`src/rtl/demux1to2_capture.sv`:
```
// rtl/demux1to2_capture.sv - registered 1-to-2 nibble demultiplexer with pair-ready/ack handshake
// Two valid bits form the fill state; the data slots and the sticky drop flag ride alongside it.
module demux1to2_capture #(
    parameter int WIDTH = 4
) (
    input  logic             clk,
    input  logic             rst,
    input  logic [WIDTH-1:0] data_in,
    input  logic             load,
    input  logic             select_mode,
    input  logic             select,
    input  logic             clear,
    input  logic             pair_ack,
    output logic [WIDTH-1:0] out1,
    output logic [WIDTH-1:0] out2,
    output logic             out1_valid,
    output logic             out2_valid,
    output logic             pair_ready,
    output logic             dropped
);

    // Fill state: bit 0 = slot 1 valid, bit 1 = slot 2 valid.
    localparam logic [1:0] ST_EMPTY = 2'b00;
    localparam logic [1:0] ST_FULL  = 2'b11;

    logic [1:0]       state_q, state_d;
    logic [WIDTH-1:0] out1_q, out1_d;
    logic [WIDTH-1:0] out2_q, out2_d;
    logic             dropped_q, dropped_d;
    logic             to_slot2;

    always_ff @(posedge clk) begin
        if (!rst) begin
            state_q   <= ST_EMPTY;
            out1_q    <= '0;
            out2_q    <= '0;
            dropped_q <= 1'b0;
        end else begin
            state_q   <= state_d;
            out1_q    <= out1_d;
            out2_q    <= out2_d;
            dropped_q <= dropped_d;
        end
    end

    // Auto mode fills slot 1 first whenever it is free, even if slot 2 already holds data.
    assign to_slot2 = select_mode ? state_q[0] : select;

    always_comb begin
        state_d   = state_q;
        out1_d    = out1_q;
        out2_d    = out2_q;
        dropped_d = dropped_q;
        if (clear) begin
            state_d   = ST_EMPTY;
            out1_d    = '0;
            out2_d    = '0;
            dropped_d = 1'b0;
        end else if (pair_ack && (state_q == ST_FULL)) begin
            // Data is retained for display; only the handshake state is released.
            state_d = ST_EMPTY;
        end else if (load) begin
            if (state_q == ST_FULL) begin
                dropped_d = 1'b1;
            end else if (to_slot2) begin
                out2_d     = data_in;
                state_d[1] = 1'b1;
            end else begin
                out1_d     = data_in;
                state_d[0] = 1'b1;
            end
        end
    end

    always_comb begin
        out1       = out1_q;
        out2       = out2_q;
        out1_valid = state_q[0];
        out2_valid = state_q[1];
        pair_ready = (state_q == ST_FULL);
        dropped    = dropped_q;
    end

endmodule

```
`config.mk`:
```
export PLATFORM = sky130hd
export DESIGN_NAME = demux1to2_capture
export DESIGN_NICKNAME = d
export VERILOG_FILES = /design/src/rtl/demux1to2_capture.sv
export SDC_FILE = /design/constraint.sdc
export NUM_CORES = 1
export LEC_CHECK = 0
export ABC_AREA = 1
export BUFFER_PORTS_ARGS = -buffer_cell sky130_fd_sc_hd__buf_4
export CAP_MARGIN = 10
export CORE_AREA = 10 10 47 49
export DETAILED_ROUTE_END_ITERATION = 7
export DIE_AREA = 0 0 57 59
export GPL_TIMING_DRIVEN = 0
export PLACE_DENSITY = 0.66
export SETUP_SLACK_MARGIN = 0.15
export SLEW_MARGIN = 40
export SYNTH_ARGS = -nofsm -noshare
export SYNTH_HDL_FRONTEND = slang
export SYNTH_SLANG_ARGS = --single-unit
```
`constraint.sdc`:
```
create_clock -name clk -period 0.98 [get_ports clk]
set_input_delay 0.294 -clock clk [delete_from_list [all_inputs] [get_ports clk]]
set_output_delay 0.294 -clock clk [all_outputs]
set_load 0.02 [all_outputs]
```
==> reports/results.tsv, run 1 <==
metric	value	unit
run_status	complete, but fails checks	
violations	setup timing	
p_clk_share	29.8	%
netlist_area	490	um2
io_buffers	22	
setup_viol	22	
h-tree-depth	1	
end_kind	output port	
synth_flop_cell	dfxtp_1	
use_met1	7.50	%
wl_per_cell	11.5	um
fmax	859	MHz
top_usage_layer	met2	
yosys_warnings	0	
synthCells	73	
diodes	0	
p_int	0.727	mW
grt_pass1_wl	2040	um
worstPathRequired	690	ps
yosysMostFrequentCell	nor2_1	
clock_latency	260	ps
cp_cell_sequence	nand2_4, inv_4, buf_6	
cpMaxStageDelayCell	dfxtp_4	
critPathTopFamily	flip-flops	
hpwlAfterDp	979	um
fin_crit_sh	119	%
ys_ff_latch	11	
drt_iter0_drc	7	
post_drt_via_cell_ratio	4.51	
postRouteAntennaNets	0	
vdd_drop_max	0.727	mV
synth_edf_count	0	
gp_congestion	0.768	
nets	115	
rsz0062_at_grt	true	
finalWorstSetupSlack	-184	ps
synth_top_family_by_area	simple AND/OR/NAND/NOR gates	
fin_cells	119	
fp.dieH	59	um
synthTopCellsByArea	dfxtp_1, nor2_1, nand2_1	
start_util	35.0	%
seqPwrFrac	47.6	%
synth_seq_area_share	44.9	%
p_sw_share	27.6	%
finalPower	1.00	mW
powerDensity	1150	nW/um2
coreArea	1400	um2
fin_skew	1.01	ps
yosys.area_share.xor_xnor	0	%
synth_top_area_share	44.9	%
cts.root.buffer_cell	clkbuf_4	
die_w	57	um
yosysTopAreaCell	dfxtp_1	
grt_pass1_vias	506	
path_buf_inv	2	
post-route-util	62.1	%
drv_cap	0	
finalWirelength	1370	um
rows	14	
worst_hold_slack	317	ps
crit_type	reg2out	
clk_pin_slew	70	ps
tightest_slew	379	ps
slew_violations	0	
slew_headroom	74.7	%
area.sequential	239	um2
synth-compound-area-share	3.32	%
use_met3	4.08	%
vias	537	
p_leak	0.423	nW
post-route-min-period	1160	ps
async_flop_share	0	%
slowest_delay	380	ps
area_growth	77.6	%
crit_fanout	4	
fin_setup_tns	-1310	ps
placed_cells	111	
multi_input_area	302	um2
syn_area_per_cell	6.72	um2
startpoint_type	register	
grt_usage	7.61	%
layout-drive-gt1-share	55.3	%
synthSimpleGateAreaFrac	44.1	%
pin_count	23	
clock_path_buffers	2	
antenna_found_initial	0	
yosysUniqueCellTypes	11	
grt_overflow	0	
drc	0	
arrival	870	ps
n_fill_cell	135	
pwr-share-comb	22.6	%
muxShareOfSynthArea	0	%
grtUsageMet2	12.2	%
die_area	3360	um2
synth_nets	84	
drt_pass1_iterations	4	
cts.sinks	11	
cts_tree	built	
grt_max_degree	11	
timing_hold_violations_final	0	
synth_common_cells	nor2_1, nand2_1, dfxtp_1	
synthAdderAreaFrac	0	%
hp-class	in2reg	
power_switching	0.277	mW
cts-buffers-inserted	3	
## kinds of logic after synthesis
family / count (synthesis)
and+or+nand+nor: 50
AOI/OAI and AO/OA: 2
buffers and inverters: 10
DFF: 11
## cells in the final DEF (no fill, tap or decap), types with 3 or more instances in the layout
cell type  count
nor2_1        19
buf_4         13
buf_6         13
nand2_1       11
dfxtp_2        9
inv_1          8
nand3_1        6
nand2_4        4
nand2_2        3
clkbuf_4       3
## worst register-to-register path, stage by stage, from the launching register on
cell	delay, ps
dfxtp_4	370
buf_6	120
inv_2	40
nand2_2	70
nand2_4	70
nor2_4	170
nor2_1	70
nor2_1	110
## final timing paths
kind / startpoint / end / slack [ps] / cells after the start
worst max-delay path: state_q[1] / pair_ready / -180 / 3
worst min register to register: dropped / dropped / 470 / 1
worst max register to register: state_q[0] / out2[2] / -110 / 7
worst min-delay path: pair_ack / state_q[0] / 320 / 4
## registers in the layout (all words and copies together), names as in the netlist
name and count:
dropped 1, out1 4, out2 4, state_q 2
## through the flow
step                      setup slack (ps)  cell area [um2]
after global placement               -46.4              701
after global routing                  -208              871
after CTS                             -183              801
final                                 -184              871
after detailed placement             -57.4              701
after floorplan                       80.0              515
## metal layers
layer,vias up,part of all wire (%),routed length (um)
met5,-,0,0
met4,0,1.6,22
li1,281,-,-
met3,4,8.5,117
met1,237,41,555
met2,15,49,675
## layout make-up
class                           instances  share of cell area (%)
Tap cell                               16                    2.30
Clock buffer                            4                    3.02
Sequential cell                        11                    27.4
Inverter                               10                    4.60
Multi-Input combinational cell         52                    34.6
Timing Repair Buffer                   26                    28.0
## power groups by stage
stage	Clock, mW	Combinational, mW	Sequential, mW
floorplan	0	0.0879	0.504
global route	0.322	0.251	0.480
detailed placement	0	0.183	0.484
CTS	0.307	0.199	0.477
global placement	0	0.181	0.484
finish	0.299	0.227	0.478
## timing repair
item                                    4_1_cts  5_1_grt
resized for setup                            21       14
pin swaps                                     6        9
endpoints found under the setup margin       22       23
buffers inserted                              2        2
hold buffers                                  0        0
Note: power is estimated with default switching activity, not from simulation.
==> inputs of run 2 (changes only) <==
--- a/config.mk
+++ b/config.mk
@@ -5,14 +5,12 @@
 export SDC_FILE = /design/constraint.sdc
 export NUM_CORES = 1
 export LEC_CHECK = 0
-export ABC_AREA = 1
 export BUFFER_PORTS_ARGS = -buffer_cell sky130_fd_sc_hd__buf_4
 export CAP_MARGIN = 10
 export CORE_AREA = 10 10 47 49
 export DETAILED_ROUTE_END_ITERATION = 7
 export DIE_AREA = 0 0 57 59
 export GPL_TIMING_DRIVEN = 0
-export PLACE_DENSITY = 0.66
 export SETUP_SLACK_MARGIN = 0.15
 export SLEW_MARGIN = 40
 export SYNTH_ARGS = -nofsm -noshare
==> run 2 against run 1 <==
Net effect: largest power group unchanged; design area down 4.6%; clock power up 4%; sequential share of layout area up 1.3 points; register-to-register slack worse by 30 ps; the run still ends with setup timing left.
==> reports/results.tsv, run 2 <==
metric	value	unit	change
run_status	complete, but fails checks		
violations	setup timing		
fp.dieH	59	um	unchanged
synth_top_area_share	48.2	%	+3.3 points
ys_ff_latch	11		unchanged
start_util	32.6	%	-2.4 points
antenna_found_initial	0		unchanged
cts.sinks	11		unchanged
final_common_cell	buf_4		
post-route-min-period	1150	ps	-15.7 ps
crit_fanout	4		unchanged
coreArea	1400	um2	unchanged
worstPathRequired	690	ps	about the same
dr_wl_met3	165	um	+41%
slowest_delay	370	ps	about the same
clk_pin_slew	70	ps	about the same
grt_pass1_vias	465		-8.1%
synth_edf_count	0		unchanged
area.sequential	239	um2	unchanged
clock_path_buffers	2		unchanged
slew_violations	0		unchanged
synth_common_cells	nand2_1, dfxtp_1, mux2i_1		
hp-class	in2reg		
arrival	850	ps	-20 ps
yosysMostFrequentCell	nand2_1		
wl_met1	515	um	-7.2%
pin_count	23		unchanged
finalPower	0.953	mW	-5.1%
post_drt_via_cell_ratio	4.66		+3.3%
p_leak	0.391	nW	-7.6%
async_flop_share	0	%	unchanged
drv_cap	0		unchanged
startpoint_type	register		
fin_skew	0.631	ps	-0.384 ps
grt_usage	7.52	%	-0.094 points
gp_congestion	0.771		+0.50%
timing_hold_violations_final	0		unchanged
rows	14		unchanged
synthTopCellsByArea	dfxtp_1, mux2i_1, nand2_1		
grt_pass1_wl	2000	um	-2.0%
cts_hold_buffers	0		unchanged
finalWirelength	1260	um	-7.9%
cts-buffers-inserted	3		unchanged
yosysTopAreaCell	dfxtp_1		
fin_setup_tns	-1470	ps	-157 ps
multi_input_area	260	um2	-14%
dr_wl_met2	553	um	-18%
powerDensity	1150	nW/um2	-0.55%
layout-drive-gt1-share	66.7	%	+11 points
nets	93		-19%
postRouteAntennaNets	0		unchanged
cp_cell_sequence	nand2_4, inv_2, buf_6		
fin_crit_sh	117	%	-1.6 points
critPathTopFamily	flip-flops		
synth_flop_cell	dfxtp_1		
tightest_slew	337	ps	-42.4 ps
fin_cells	97		-18%
crit_type	reg2out		
fmax	871	MHz	+1.4%
placed_cells	87		-22%
yosys_warnings	0		unchanged
final_cell_mix	buf_4, buf_6, nand2_1, dfxtp_2, mux2i_1		
cts.root.buffer_cell	clkbuf_4		
synth_seq_area_share	48.2	%	+3.3 points
netlist_area	457	um2	-6.9%
n_fill_cell	130		-3.7%
h-tree-depth	1		unchanged
wl_per_cell	13.0	um	+13%
grt_max_degree	11		unchanged
grt_overflow	0		unchanged
slew_headroom	77.5	%	+2.8 points
path_buf_inv	2		unchanged
clock_latency	260	ps	about the same
diodes	0		unchanged
cpMaxStageDelayCell	dfxtp_4		
io_buffers	22		unchanged
synth_nets	60		-29%
yosysUniqueCellTypes	16		+5
drt_iter0_drc	3		-4
vdd_drop_max	0.511	mV	-30%
finalWorstSetupSlack	-169	ps	+15.7 ps
die_w	57	um	unchanged
area_growth	81.9	%	
drt_pass1_iterations	2		-2
rsz0062_at_grt	true		
highest_layer	met4		
vias	452		-16%
cts_tree	built		
end_kind	output port		
setup_viol	21		-4.5%
syn_area_per_cell	9.32	um2	+39%
drc	0		unchanged
synthCells	49		-33%
die_area	3360	um2	unchanged
-- run 2: final timing paths --
kind	startpoint	to	slack, ps	cells past startpoint
min reg2reg	out1[2]	out1[2]	470	2
min	data_in[2]	out2[2]	300	3
max	state_q[1]	pair_ready	-170	3
max reg2reg	state_q[1]	out1[0]	-140	5
-- run 2: logic make-up (layout without fill, tap and decap cells) --
| logic type | after synthesis | count (layout) | synth area share (%) |
|---|---|---|---|
| buf+inv | 4 | 36 | 5.20 |
| flops | 11 | 11 | 48.2 |
| mux | 8 | 8 | 17.5 |
| simple gates | 21 | 21 | 20.8 |
| compound gates | 5 | 5 | 8.22 |
-- run 2: through the flow --
step / hold WS (ps) / area (um2) / setup WS, ps / utilization, %
2_1_floorplan: 449 / 495 / 30.3 / -
3_3_place_gp: 445 / 681 / -149 / 48.6
3_5_place_dp: 455 / 681 / -137 / 48.6
4_1_cts: 300 / 798 / -158 / 57.0
5_1_grt: 310 / 831 / -216 / 59.3
6_report: 301 / 831 / -169 / 59.3
-- run 2: repair_timing --
action                     4_1_cts  5_1_grt
gates resized for setup         21        5
pin swaps                        1        2
setup endpoints to repair       22       22
setup buffers                    4        2
-- run 2: worst register-to-register path: cells and delay by family, from the launching register on --
kind | cells | cell delay [ps]
buffers and inverters | 2 | 230
AO/OA/AOI/OAI | 1 | 90
multiplexers | 1 | 170
flip-flops | 1 | 370
AND/OR/NAND/NOR | 1 | 190
-- run 2: power by group --
part	internal (mW)	switching, mW	total [mW]
Sequential	0.458	0.0113	0.469
Clock	0.157	0.152	0.310
Combinational	0.0992	0.0753	0.175
Total	0.714	0.239	0.953
-- run 2: area by class of cell --
class	instances	area share [%]
Clock buffer	4	3.16
Timing Repair Buffer	28	30.7
Inverter	2	0.904
Tap cell	16	2.41
Multi-Input combinational cell	34	31.3
Buffer	2	2.71
Sequential cell	11	28.8
-- run 2: routing by layer --
| metal | global-route usage (%) | up-vias |
|---|---|---|
| met1 | 7.48 | 204 |
| met5 | 0 | - |
| met2 | 10.7 | 19 |
| met4 | 6.04 | 0 |
| met3 | 5.15 | 4 |
| li1 | - | 225 |
==> inputs of run 3 (changes only) <==
--- a/config.mk
+++ b/config.mk
@@ -7,9 +7,10 @@
 export LEC_CHECK = 0
 export BUFFER_PORTS_ARGS = -buffer_cell sky130_fd_sc_hd__buf_4
 export CAP_MARGIN = 10
-export CORE_AREA = 10 10 47 49
+export CORE_AREA = 2 2 39 41
+export CTS_BUF_LIST = sky130_fd_sc_hd__clkbuf_8
 export DETAILED_ROUTE_END_ITERATION = 7
-export DIE_AREA = 0 0 57 59
+export DIE_AREA = 0 0 41 43
 export GPL_TIMING_DRIVEN = 0
 export SETUP_SLACK_MARGIN = 0.15
 export SLEW_MARGIN = 40
==> run 3 against run 2 <==
Net effect: critical endpoint unchanged; fmax up 3.8%; die area down 48%; design area unchanged; clock skew up 1.1 ps; highest routed layer unchanged; combinational power down 4%; sequential cell count unchanged; clock power up 39%; the run still ends with setup timing left; core utilization up 0.75 points; worst setup slack better by 42 ps; clock-buffer cell count down 1.
==> reports/results.tsv, run 3 (same netlist as run 2, synthesis figures left out) <==
metric	value	unit	change
run_status	complete, but fails checks		
violations	setup timing		
r2r_end	out1[0]		
worstPathRequired	690	ps	about the same
drv_cap	0		unchanged
fp.dieH	43	um	-27%
powerDensity	1290	nW/um2	+12%
nets	91		-2.2%
post-route-min-period	1110	ps	-42.5 ps
fin_setup_tns	-788	ps	+683 ps
fin_skew	1.74	ps	+1.11 ps
finalWirelength	1010	um	-20%
whs_path_depth	3		unchanged
wl_per_cell	10.7	um	-18%
cts-buffers-inserted	3		unchanged
io_buffers	22		unchanged
cts.root.buffer_cell	clkbuf_8		
rsz0062_at_grt	true		
startpoint_type	register		
layout-drive-gt1-share	65.8	%	-0.84 points
placed_area	681	um2	unchanged
fin_crit_sh	113	%	-4.3 points
hold_end	out1[3]		
slew_headroom	78.7	%	+1.2 points
clock_path_buffers	2		unchanged
r2r_start	state_q[0]		
diodes	0		unchanged
pin_count	23		unchanged
setup_viol	12		-43%
fin_area	831	um2	unchanged
drt_pass1_iterations	2		unchanged
final_cell_mix	buf_4, buf_6, nand2_1, dfxtp_2, mux2i_1		
p_leak	0.392	nW	+0.13%
grt_pass1_vias	421		-9.5%
grt_pass1_wl	1600	um	-20%
r2r_cells	5		unchanged
path_buf_inv	2		unchanged
vias	438		-3.1%
clk_pin_slew	50	ps	-20 ps
grt_usage	13.3	%	+5.8 points
slowest_delay	380	ps	about the same
critPathTopFamily	flip-flops		
end_kind	output port		
h-tree-depth	1		unchanged
preCtsSetupSlack	-143	ps	-5.97 ps
cp_cell_sequence	nand2_4, inv_2, buf_6		
tightest_slew	319	ps	-17.6 ps
crit_fanout	5		+1
cts_hold_buffers	0		unchanged
drt_iter0_drc	1		-2
grt_max_degree	11		unchanged
rows	14		unchanged
timing_hold_violations_final	0		unchanged
hpwlAfterDp	742	um	
vdd_drop_max	0.742	mV	+45%
arrival	810	ps	-40 ps
finalWorstSetupSlack	-126	ps	+42.5 ps
area_growth	81.9	%	unchanged
hp-start	data_in[3]		
drc	0		unchanged
hp-class	in2reg		
cts_tree	built		
fmax	904	MHz	+3.8%
coreArea	1380	um2	-1.2%
die_area	1760	um2	-48%
rrSetupSlack	-90	ps	+50 ps
antenna_found_initial	0		unchanged
die_w	41	um	-28%
cts.sinks	11		unchanged
cp.depth	3		unchanged
postRouteAntennaNets	0		unchanged
gp_congestion	0.647		-16%
clock_latency	230	ps	-30 ps
start_util	33.0	%	+0.41 points
final_common_cell	buf_4		
grt_overflow	0		unchanged
crit_type	reg2out		
slew_violations	0		unchanged
post_drt_via_cell_ratio	4.61		-1.1%
cpMaxStageDelayCell	dfxtp_4		
run 3: tightest hold or removal path: cells and delay by family:
family	cells	cell delay [ps]
buf+inv	1	110
mux	1	60
simple gates	1	60
run 3: worst max-delay path by stage:
stage                start         end
3_3_place_gp   select_mode     out1[0]
4_1_cts         state_q[1]  pair_ready
2_1_floorplan   state_q[1]     out1[0]
5_1_grt         state_q[0]     out1[0]
6_report        state_q[1]  pair_ready
3_5_place_dp   select_mode     out1[1]
run 3: final cells by class:
| class | instances | area (um2) |
|---|---|---|
| clock buffers | 3 | 41.3 |
| multi-input cells | 34 | 260 |
| repair buffers | 26 | 236 |
| flip-flops and latches | 11 | 239 |
| plain buffers | 2 | 22.5 |
| fillers | 127 | 553 |
| well taps | 16 | 20.0 |
| inverters | 2 | 7.51 |
| clock inverters | 1 | 3.75 |
run 3: stage by stage:
stage | util, % | hold slack [ps] | power, mW | instances
after floorplan | - | 449 | 0.556 | 49
after global placement | 49.2 | 448 | 0.624 | 87
after detailed placement | 49.2 | 453 | 0.624 | 87
after CTS | 58.9 | 335 | 1.07 | 94
after global routing | 60.0 | 341 | 1.12 | 95
final | 60.0 | 333 | 1.07 | 95
run 3: metal layers:
layer / global-route usage, % / share of wire [%] / up-vias
met4: 6.00 / 0.59 / 0
li1: - / - / 222
met2: 18.4 / 45 / 18
met5: 0 / 0 / -
met1: 17.8 / 45 / 196
met3: 5.24 / 9.2 / 2
run 3: power by group:
| part | switching, mW | internal, mW | total (mW) |
|---|---|---|---|
| registers | 0.0113 | 0.460 | 0.471 |
| clock network | 0.157 | 0.274 | 0.431 |
| logic | 0.0729 | 0.0949 | 0.168 |
| total | 0.241 | 0.828 | 1.07 |
run 3: timing repair:
action                                  CTS  global route
gates resized for setup                  23             2
buffers inserted                          3             1
pin swaps                                 1             2
gates cloned                              0             0
endpoints found under the setup margin   22            23
